## src/rtl/prog_mem_if.sv

```systemverilog
// prog_mem_if: bundles the CPU fetch port and the host loader port of the
// program memory. The master side is the CPU/host and the slave side is prog_mem.
interface prog_mem_if #(
    parameter int ADDR_W = 4,
    parameter int DATA_W = 8
);
    logic [ADDR_W-1:0] fetch_addr;
    logic [DATA_W-1:0] fetch_data;
    logic              fetch_valid;
    logic              load_start;
    logic              load_valid;
    logic [DATA_W-1:0] load_data;
    logic              load_ready;
    logic              load_busy;
    logic              load_done;
    logic              load_locked;

    modport master (
        output fetch_addr,
        output load_start,
        output load_valid,
        output load_data,
        input  fetch_data,
        input  fetch_valid,
        input  load_ready,
        input  load_busy,
        input  load_done,
        input  load_locked
    );

    modport slave (
        input  fetch_addr,
        input  load_start,
        input  load_valid,
        input  load_data,
        output fetch_data,
        output fetch_valid,
        output load_ready,
        output load_busy,
        output load_done,
        output load_locked
    );
endinterface

```

## src/rtl/prog_mem.sv

```systemverilog
// prog_mem: field-loadable program memory for the 4-bit CPU.
// The CPU reads through a registered fetch port. A host streams a complete
// image over a valid/ready port starting at address 0. While a load is in
// progress the fetch port reports invalid so the core can stall.
// Optional feature: define PROG_MEM_LOCK_EN to write-lock the image after the
// first completed load; only n_reset clears the lock.
module prog_mem #(
    parameter int ADDR_W = 4,
    parameter int DATA_W = 8
) (
    input  logic       clk,
    input  logic       n_reset,
    prog_mem_if.slave  bus
);
    localparam int DEPTH = 2 ** ADDR_W;

    typedef enum logic [1:0] {
        IDLE = 2'd0,
        LOAD = 2'd1,
        DONE = 2'd2
    } state_t;

    state_t            r_state;
    state_t            w_nextState;

    // Storage has no reset so a reset in the middle of a load keeps old words.
    logic [DATA_W-1:0] r_mem [DEPTH];

    logic [ADDR_W-1:0] r_wrPtr;
    logic [DATA_W-1:0] r_fetchData;
    logic              r_fetchValid;

    logic              w_locked;
    logic              w_startLoad;
    logic              w_accept;
    logic              w_lastWord;
    logic              w_loadReady;
    logic              w_loadBusy;
    logic              w_loadDone;

    // A start request is only honoured from IDLE and while the image is unlocked.
    assign w_startLoad = (r_state == IDLE) && bus.load_start && !w_locked;

    // A word is taken only while ready, so load_valid outside LOAD never writes.
    assign w_accept    = w_loadReady && bus.load_valid;

    // The final word of the image is the one accepted at the top address.
    assign w_lastWord  = w_accept && (&r_wrPtr);

`ifdef PROG_MEM_LOCK_EN
    logic r_locked;

    // Sticky lock set when the last word is accepted (entering DONE).
    always_ff @(posedge clk or negedge n_reset) begin
        if (!n_reset) begin
            r_locked <= 1'b0;
        end else if (w_lastWord) begin
            r_locked <= 1'b1;
        end
    end

    assign w_locked = r_locked;
`else
    assign w_locked = 1'b0;
`endif

    // State register of the load FSM.
    always_ff @(posedge clk or negedge n_reset) begin
        if (!n_reset) begin
            r_state <= IDLE;
        end else begin
            r_state <= w_nextState;
        end
    end

    // Next-state logic: IDLE -> LOAD on start, LOAD -> DONE on last word, DONE lasts one cycle.
    always_comb begin
        w_nextState = r_state;
        case (r_state)
            IDLE: begin
                if (w_startLoad) begin
                    w_nextState = LOAD;
                end
            end
            LOAD: begin
                if (w_lastWord) begin
                    w_nextState = DONE;
                end
            end
            DONE: begin
                w_nextState = IDLE;
            end
            default: begin
                w_nextState = IDLE;
            end
        endcase
    end

    // Loader handshake and status outputs decoded from the current state.
    always_comb begin
        w_loadReady = 1'b0;
        w_loadBusy  = 1'b0;
        w_loadDone  = 1'b0;
        case (r_state)
            LOAD: begin
                w_loadReady = 1'b1;
                w_loadBusy  = 1'b1;
            end
            DONE: begin
                w_loadBusy  = 1'b1;
                w_loadDone  = 1'b1;
            end
            default: begin
                w_loadReady = 1'b0;
            end
        endcase
    end

    // Write pointer restarts at 0 on each load and wraps naturally at DEPTH.
    always_ff @(posedge clk or negedge n_reset) begin
        if (!n_reset) begin
            r_wrPtr <= '0;
        end else if (w_startLoad) begin
            r_wrPtr <= '0;
        end else if (w_accept) begin
            r_wrPtr <= r_wrPtr + 1'b1;
        end
    end

    // Image write port: one word per accepted transfer.
    always_ff @(posedge clk) begin
        if (w_accept) begin
            r_mem[r_wrPtr] <= bus.load_data;
        end
    end

    // Registered fetch: live in IDLE, forced to 0/invalid while a load is pending or running.
    always_ff @(posedge clk or negedge n_reset) begin
        if (!n_reset) begin
            r_fetchData  <= '0;
            r_fetchValid <= 1'b0;
        end else if ((r_state == IDLE) && !w_startLoad) begin
            r_fetchData  <= r_mem[bus.fetch_addr];
            r_fetchValid <= 1'b1;
        end else begin
            r_fetchData  <= '0;
            r_fetchValid <= 1'b0;
        end
    end

    assign bus.fetch_data  = r_fetchData;
    assign bus.fetch_valid = r_fetchValid;
    assign bus.load_ready  = w_loadReady;
    assign bus.load_busy   = w_loadBusy;
    assign bus.load_done   = w_loadDone;
    assign bus.load_locked = w_locked;

endmodule

```

## src/flat_wrapper.sv

```systemverilog
// flat-port wrapper written by rule: the top's interface ports become plain ports
module prog_mem_flat 
#(
    parameter int ADDR_W = 4,
    parameter int DATA_W = 8
)
  (clk, n_reset, bus_fetch_addr, bus_load_start, bus_load_valid, bus_load_data, bus_fetch_data, bus_fetch_valid, bus_load_ready, bus_load_busy, bus_load_done, bus_load_locked);
  prog_mem_if #(.ADDR_W(ADDR_W), .DATA_W(DATA_W)) bus_i ();
  input  logic clk;
  input  logic n_reset;
  input wire logic [$bits(bus_i.fetch_addr)-1:0] bus_fetch_addr;
  input wire logic [$bits(bus_i.load_start)-1:0] bus_load_start;
  input wire logic [$bits(bus_i.load_valid)-1:0] bus_load_valid;
  input wire logic [$bits(bus_i.load_data)-1:0] bus_load_data;
  output wire logic [$bits(bus_i.fetch_data)-1:0] bus_fetch_data;
  output wire logic [$bits(bus_i.fetch_valid)-1:0] bus_fetch_valid;
  output wire logic [$bits(bus_i.load_ready)-1:0] bus_load_ready;
  output wire logic [$bits(bus_i.load_busy)-1:0] bus_load_busy;
  output wire logic [$bits(bus_i.load_done)-1:0] bus_load_done;
  output wire logic [$bits(bus_i.load_locked)-1:0] bus_load_locked;
  assign bus_i.fetch_addr = bus_fetch_addr;
  assign bus_i.load_start = bus_load_start;
  assign bus_i.load_valid = bus_load_valid;
  assign bus_i.load_data = bus_load_data;
  assign bus_fetch_data = bus_i.fetch_data;
  assign bus_fetch_valid = bus_i.fetch_valid;
  assign bus_load_ready = bus_i.load_ready;
  assign bus_load_busy = bus_i.load_busy;
  assign bus_load_done = bus_i.load_done;
  assign bus_load_locked = bus_i.load_locked;
  prog_mem #(.ADDR_W(ADDR_W), .DATA_W(DATA_W)) u_core (.clk(clk), .n_reset(n_reset), .bus(bus_i));
endmodule
```

## config.mk

```make
export PLATFORM = sky130hd
export DESIGN_NAME = prog_mem_flat
export DESIGN_NICKNAME = d
export VERILOG_FILES = /design/src/rtl/prog_mem_if.sv /design/src/rtl/prog_mem.sv /design/src/flat_wrapper.sv
export SDC_FILE = /design/constraint.sdc
export NUM_CORES = 1
export LEC_CHECK = 0
export BUFFER_PORTS_ARGS = -buffer_cell sky130_fd_sc_hd__clkbuf_2
export CORE_ASPECT_RATIO = 0.7
export CORE_MARGIN = 4
export CORE_UTILIZATION = 60
export DETAILED_ROUTE_END_ITERATION = 10
export PLACE_DENSITY_LB_ADDON = 0.3
export SYNTH_ARGS = -nofsm -noshare
export SYNTH_HDL_FRONTEND = slang
export SYNTH_SLANG_ARGS = --single-unit
```

## constraint.sdc

```tcl
create_clock -name clk -period 6.2 [get_ports clk]
set_input_delay 0.93 -clock clk [delete_from_list [all_inputs] [get_ports clk]]
set_output_delay 0.93 -clock clk [all_outputs]
set_load 0.02 [all_outputs]
```

# Word-level counts from Yosys, hierarchy flattened
# Memory sizes are Yosys's and may differ from the RTL's.
# Cells that the tools add are included.
[totals]
reg_bits = 15
latchBits = 0
ramBits = 128
mem_bits_ro = 0
inputBits = 16
out_inout_bits = 13
word_cells = 32
mem_count = 1
[memory_table]
columns = ["name", "depth", "width", "read_ports", "rd_clocked_by_memory_dff", "write_ports", "line", "rtl"]
rows = [
  ["u_core.r_mem", 16, 8, 1, 0, 1, "prog_mem.sv:27", "logic [DATA_W-1:0] r_mem [DEPTH];"],
]
[classes]
addsub = 1
mul = 0
div_mod_pow = 0
n_lt_le_gt_ge = 0
n_eq_ne = 4
n_shift = 0
n_mux = 12
bitwise_logic = 0
reduce_logical = 10
[op_table]
columns = ["cell", "n"]
rows = [
  ["2-to-1 mux 4 bit", 2],
  ["2-to-1 mux 8 bit", 1],
  ["2-to-1 mux 1 bit", 6],
  ["adder 4 x 1 -> 4 bit, second input constant", 1],
  ["logical AND 1 bit", 4],
  ["2-to-1 mux 2 bit", 2],
  ["inequality test 2 x 1 -> 1 bit, second input constant", 2],
  ["case mux 2 bit (2 select lines)", 1],
  ["AND reduction 4 bit", 1],
  ["equality test 2 x 1 -> 1 bit, second input constant", 1],
  ["equality test 2 bit, second input constant", 1],
  ["logical NOT 2 bit", 1],
  ["AND reduction 2 bit", 1],
  ["nonzero test 2 bit", 1],
  ["OR reduction 2 bit", 1],
  ["logical NOT 1 bit", 1],
]

# Logic depth before layout (Yosys ltp)
[depth]
ltp_word = 6
mapped_depth = 7
depth_no_buf = 6

# Worst setup path before layout
# Ideal clock, no wire load.
[synth_path]
path_type = "in2reg"
from = "input bus_load_valid"
to = "memory u_core.r_mem[2][0], enable pin"
t_arrival_ns = 1.820
slack_ns = 3.997
stages = 3
path_buffers = 0
path_cell_list = "and2_1 nand2_1 nor3_1"
[synth_between]
elab_chain_len = 3
[synth_rtl]
columns = ["element", "line", "rtl"]
rows = [
  ["start: declaration", "flat_wrapper.sv:13", "input wire logic [$bits(bus_i.load_valid)-1:0] bus_load_valid;"],
  ["logical AND 1 bit", "prog_mem.sv:45", "assign w_accept = w_loadReady && bus.load_valid;"],
  ["2-to-1 mux 1 bit", "prog_mem.sv:132", "if (w_accept) begin"],
  ["2-to-1 mux 1 bit (not written as such)", "prog_mem.sv:133", "r_mem[r_wrPtr] <= bus.load_data;"],
  ["end: declaration", "prog_mem.sv:27", ""],
]
# No other way between the ends.

# Worst setup path after layout
[layout_path]
from = "register u_core.r_state[1]"
to = "output bus_load_ready"
[layout_between]
elab_chain_len = 2
[layout_rtl]
columns = ["element", "line", "rtl"]
rows = [
  ["start: declaration", "prog_mem.sv:23", "state_t r_state;"],
  ["start signal: assignment", "prog_mem.sv:72", "r_state <= w_nextState;"],
  ["equality test 2 x 1 -> 1 bit", "prog_mem.sv:104", "case (r_state)"],
  ["2-to-1 mux 1 bit", "prog_mem.sv:104", ""],
  ["end: declaration", "flat_wrapper.sv:17", "output wire logic [$bits(bus_i.load_ready)-1:0] bus_load_ready;"],
]
# No other way between the ends.

==> flow_summary_export.csv <==
group,metric,value,unit
power_and_ir_drop,comb_power_share,0.098,
detailed_routing,viasPerCell,6.083,
hold_path,worstHoldPathType,"input port to async pin",
sta,clock_skew,0.006937,ns
place,placed_cells,477,
detailed_routing,top_layer,"met4",
yosys,syn_nets,359,
place,place.gp.congestion,0.8189,
yosys,synthCells,335,
critical_path,reg2reg_from,"u_core.r_state[1]",
detailed_routing,drtIter0Drc,369,
power_and_ir_drop,power.internal,1.932,mW
sta,slew_violations,0,
critical_path,cp.required,5.27,ns
sta,tightest_slew,0.9948,ns
layout,diodes,0,
global_route,grt_pass1_vias,2876,
global_route,grt_max_degree,59,
clock_tree,clk_pin_slew,0.06,ns
floorplanning,dieArea,11180,um^2
sta,fmaxAchievable,424.3,MHz
layout,final_cell_mix,"128 x edfxtp_1, 53 x mux2i_1, 26 x clkbuf_2",
critical_path,cp.arrival,1.43,ns
power_and_ir_drop,power.total,2.485,mW
floorplanning,ios,29,
floorplanning,rows,29,
detailed_routing,vias,3096,
clock_tree,cts_root_buffer,"clkbuf_16",
critical_path,crit_type,"flop to output port",
power_and_ir_drop,switching_share,0.2225,
sta,max-slew-margin-rel,0.3368,
detailed_routing,met3WireLength,1.105,mm
yosys,ys_warn_count,0,
clock_tree,clock_sinks,143,
power_and_ir_drop,switchingPower,0.5528,mW
global_route,antenna_found_initial,0,
floorplanning,core-area,9180,um^2
global_route,grt_usage,0.2238,
layout,layout-drive-gt1-share,0.1896,
critical_path,startpoint_type,"flop",
power_and_ir_drop,power_density,376.0,nW/um^2
sta,layout_setup_ws,3.843,ns
detailed_routing,routedWlPerCell,22.72,um
detailed_routing,route.antenna.remaining_nets,0,
critical_path,critPathCaptureType,"output port",
power_and_ir_drop,ir_worst_vdd,299.2,uV
power_and_ir_drop,p_leak,2.458,nW
place,port_buffers,27,
place,place_hpwl,7.368,mm
clock_tree,post_cts_buffers,0,
outcome,status,"finished, final reports clean",
global_route,grt-ovfl-total,0,
job,max-cap-violations,0,
sta,setup_viol,0,
critical_path,crit_slowest_cell,"dfrtp_1",
sta,finalHoldViolCount,0,
sta,period_share,0.3801,
detailed_routing,drt-met1-wl,5.198,mm
yosys,synth_top_area_cell,"edfxtp_1",
floorplanning,die-height,89.66,um
yosys,syn_area,5715,um^2
yosys,yosysSeqAreaShare,0.7382,
yosys,syn_area_per_cell,17.06,um^2
clock_tree,cts_tree,"yes",
layout,stdcell_count,509,
floorplanning,start_util,0.6226,
layout,final_common_cell,"edfxtp_1",
critical_path,path_cells,"inv_1 > ha_1 > clkbuf_2",
detailed_routing,wl_met2,4.993,mm
clock_tree,numCtsBuffers,17,
sta,period_needed,2.357,ns
sta,rsz0062_at_grt,"false",
critical_path,critPathMaxFanout,6,
layout,area_growth,15.63,%
detailed_routing,totalWireLength,11.56,mm
yosys,synth_area_leaders,"edfxtp_1 67%, mux2i_1 9.3%, dfrtp_1 6.6%",
floorplanning,fp.dieW,124.7,um
layout,final_core_util,0.7199,
clock_tree,insertion_delay,0.42,ns
critical_path,cp-startpoint,"u_core.r_state[1]",
detailed_routing,detail_route.first_pass.iterations,5,
clock_tree,cts_resized,0,
detailed_routing,post-route-drc-count,0,
yosys,synth_top_area_share,0.6725,
layout,finalNetCount,396,
sta,tns,0,ns
place,place_ws,3.455,ns
clock_tree,hold_buffers,0,
clock_tree,cts_max_path_buffers,2,
yosys,synth_seq_cells,143,
global_route,grt_pass1_wl,17.26,mm
power_and_ir_drop,p_clk_frac,0.446,
clock_tree,htreeDepth,4,
critical_path,slowest_delay,0.40,ns
yosys,yosysUniqueCellTypes,30,
power_and_ir_drop,p_seq_frac,0.457,
-- layout make-up --
type | count | area [um^2]
clock inverters | 11 | 185.2
repair buffers | 35 | 197.7
multi-input cells | 170 | 1363
well taps | 124 | 155.1
fillers | 556 | 2571
flip-flops and latches | 143 | 4219
clock buffers | 21 | 470.5
inverters | 5 | 18.77
-- synth_stat cells --
| cell | n |
|---|---|
| a22o_1 | 1 |
| nand2b_1 | 9 |
| a22oi_1 | 25 |
| ha_1 | 8 |
| mux4_2 | 6 |
| o22a_1 | 1 |
| o31ai_1 | 1 |
| xor2_1 | 2 |
| nor2b_1 | 4 |
| nor2_1 | 11 |
| or2_1 | 1 |
| clkbuf_1 | 6 |
| dfrtp_1 | 15 |
| nand2_1 | 14 |
| buf_2 | 2 |
| buf_6 | 4 |
| and2b_1 | 1 |
| and2_1 | 2 |
| edfxtp_1 | 128 |
| xnor2_1 | 1 |
| o21ai_1 | 7 |
| nand4_1 | 1 |
| conb_1 | 1 |
| mux2_2 | 1 |
| buf_4 | 5 |
| mux2i_1 | 53 |
| nor3_1 | 6 |
| inv_1 | 5 |
| nand3_1 | 9 |
| a21oi_1 | 5 |
-- worst max-delay path: cells and delay by family (launching register included) --
kind / cells / cell delay (ns)
fa+ha+maj: 1 / 0.28
buf+inv: 2 / 0.33
flops: 1 / 0.40
-- stage by stage --
stage / instance area (um^2) / hold WS [ns]
2_1_floorplan: 5715 / 0.4864
3_3_place_gp: 5953 / 0.5094
3_5_place_dp: 5953 / 0.5292
4_1_cts: 6609 / 0.4451
5_1_grt: 6609 / 0.4766
6_report: 6609 / 0.4485
-- registers in the layout, summed over array words and instances (netlist names) --
register / cells
u_core.bus.fetch_data: 8
u_core.r_wrPtr: 4
u_core.r_state: 2
u_core.r_mem: 128
u_core.bus.fetch_valid: 1
-- power by group through the flow --
stage	registers (mW)	logic [mW]	clock network [mW]
4_1_cts	1.13	0.244	1.11
6_report	1.13	0.243	1.11
2_1_floorplan	1.15	0.149	0
3_5_place_dp	1.15	0.241	0
5_1_grt	1.14	0.265	1.17
3_3_place_gp	1.15	0.236	0
-- metal layers --
metal  up-vias  track usage
met5         -            0
met4         0      0.09751
met3        24      0.05969
met2       147       0.3206
met1      1559       0.3297
li1       1366            -
-- final timing paths --
check / slack (ns) / to / cells after the start
max in group asynchronous: 5.45 / u_core.r_wrPtr[1] / 1
worst max-delay path: 3.84 / bus_load_ready / 3
worst min-delay path: 0.45 / u_core.bus.fetch_data[2] / 1
min in group clk: 0.55 / u_core.r_state[0] / 1
worst max register to register: 3.93 / u_core.r_mem[8][4] / 5
worst min register to register: 0.55 / u_core.r_state[0] / 1
-- cell families (layout without fill, tap and decap cells) --
logic type / Yosys count / count (layout) / synth area share
buf+inv: 22 / 72 / 0.02342
flops: 143 / 143 / 0.7382
compound gates: 40 / 40 / 0.04772
xor+xnor: 3 / 3 / 0.004598
other cells: 1 / 1 / 0.0006561
mux: 60 / 60 / 0.1184
simple gates: 58 / 58 / 0.04947
fa+ha+maj: 8 / 8 / 0.01751
No activity file was read; power rests on OpenSTA's default activity.
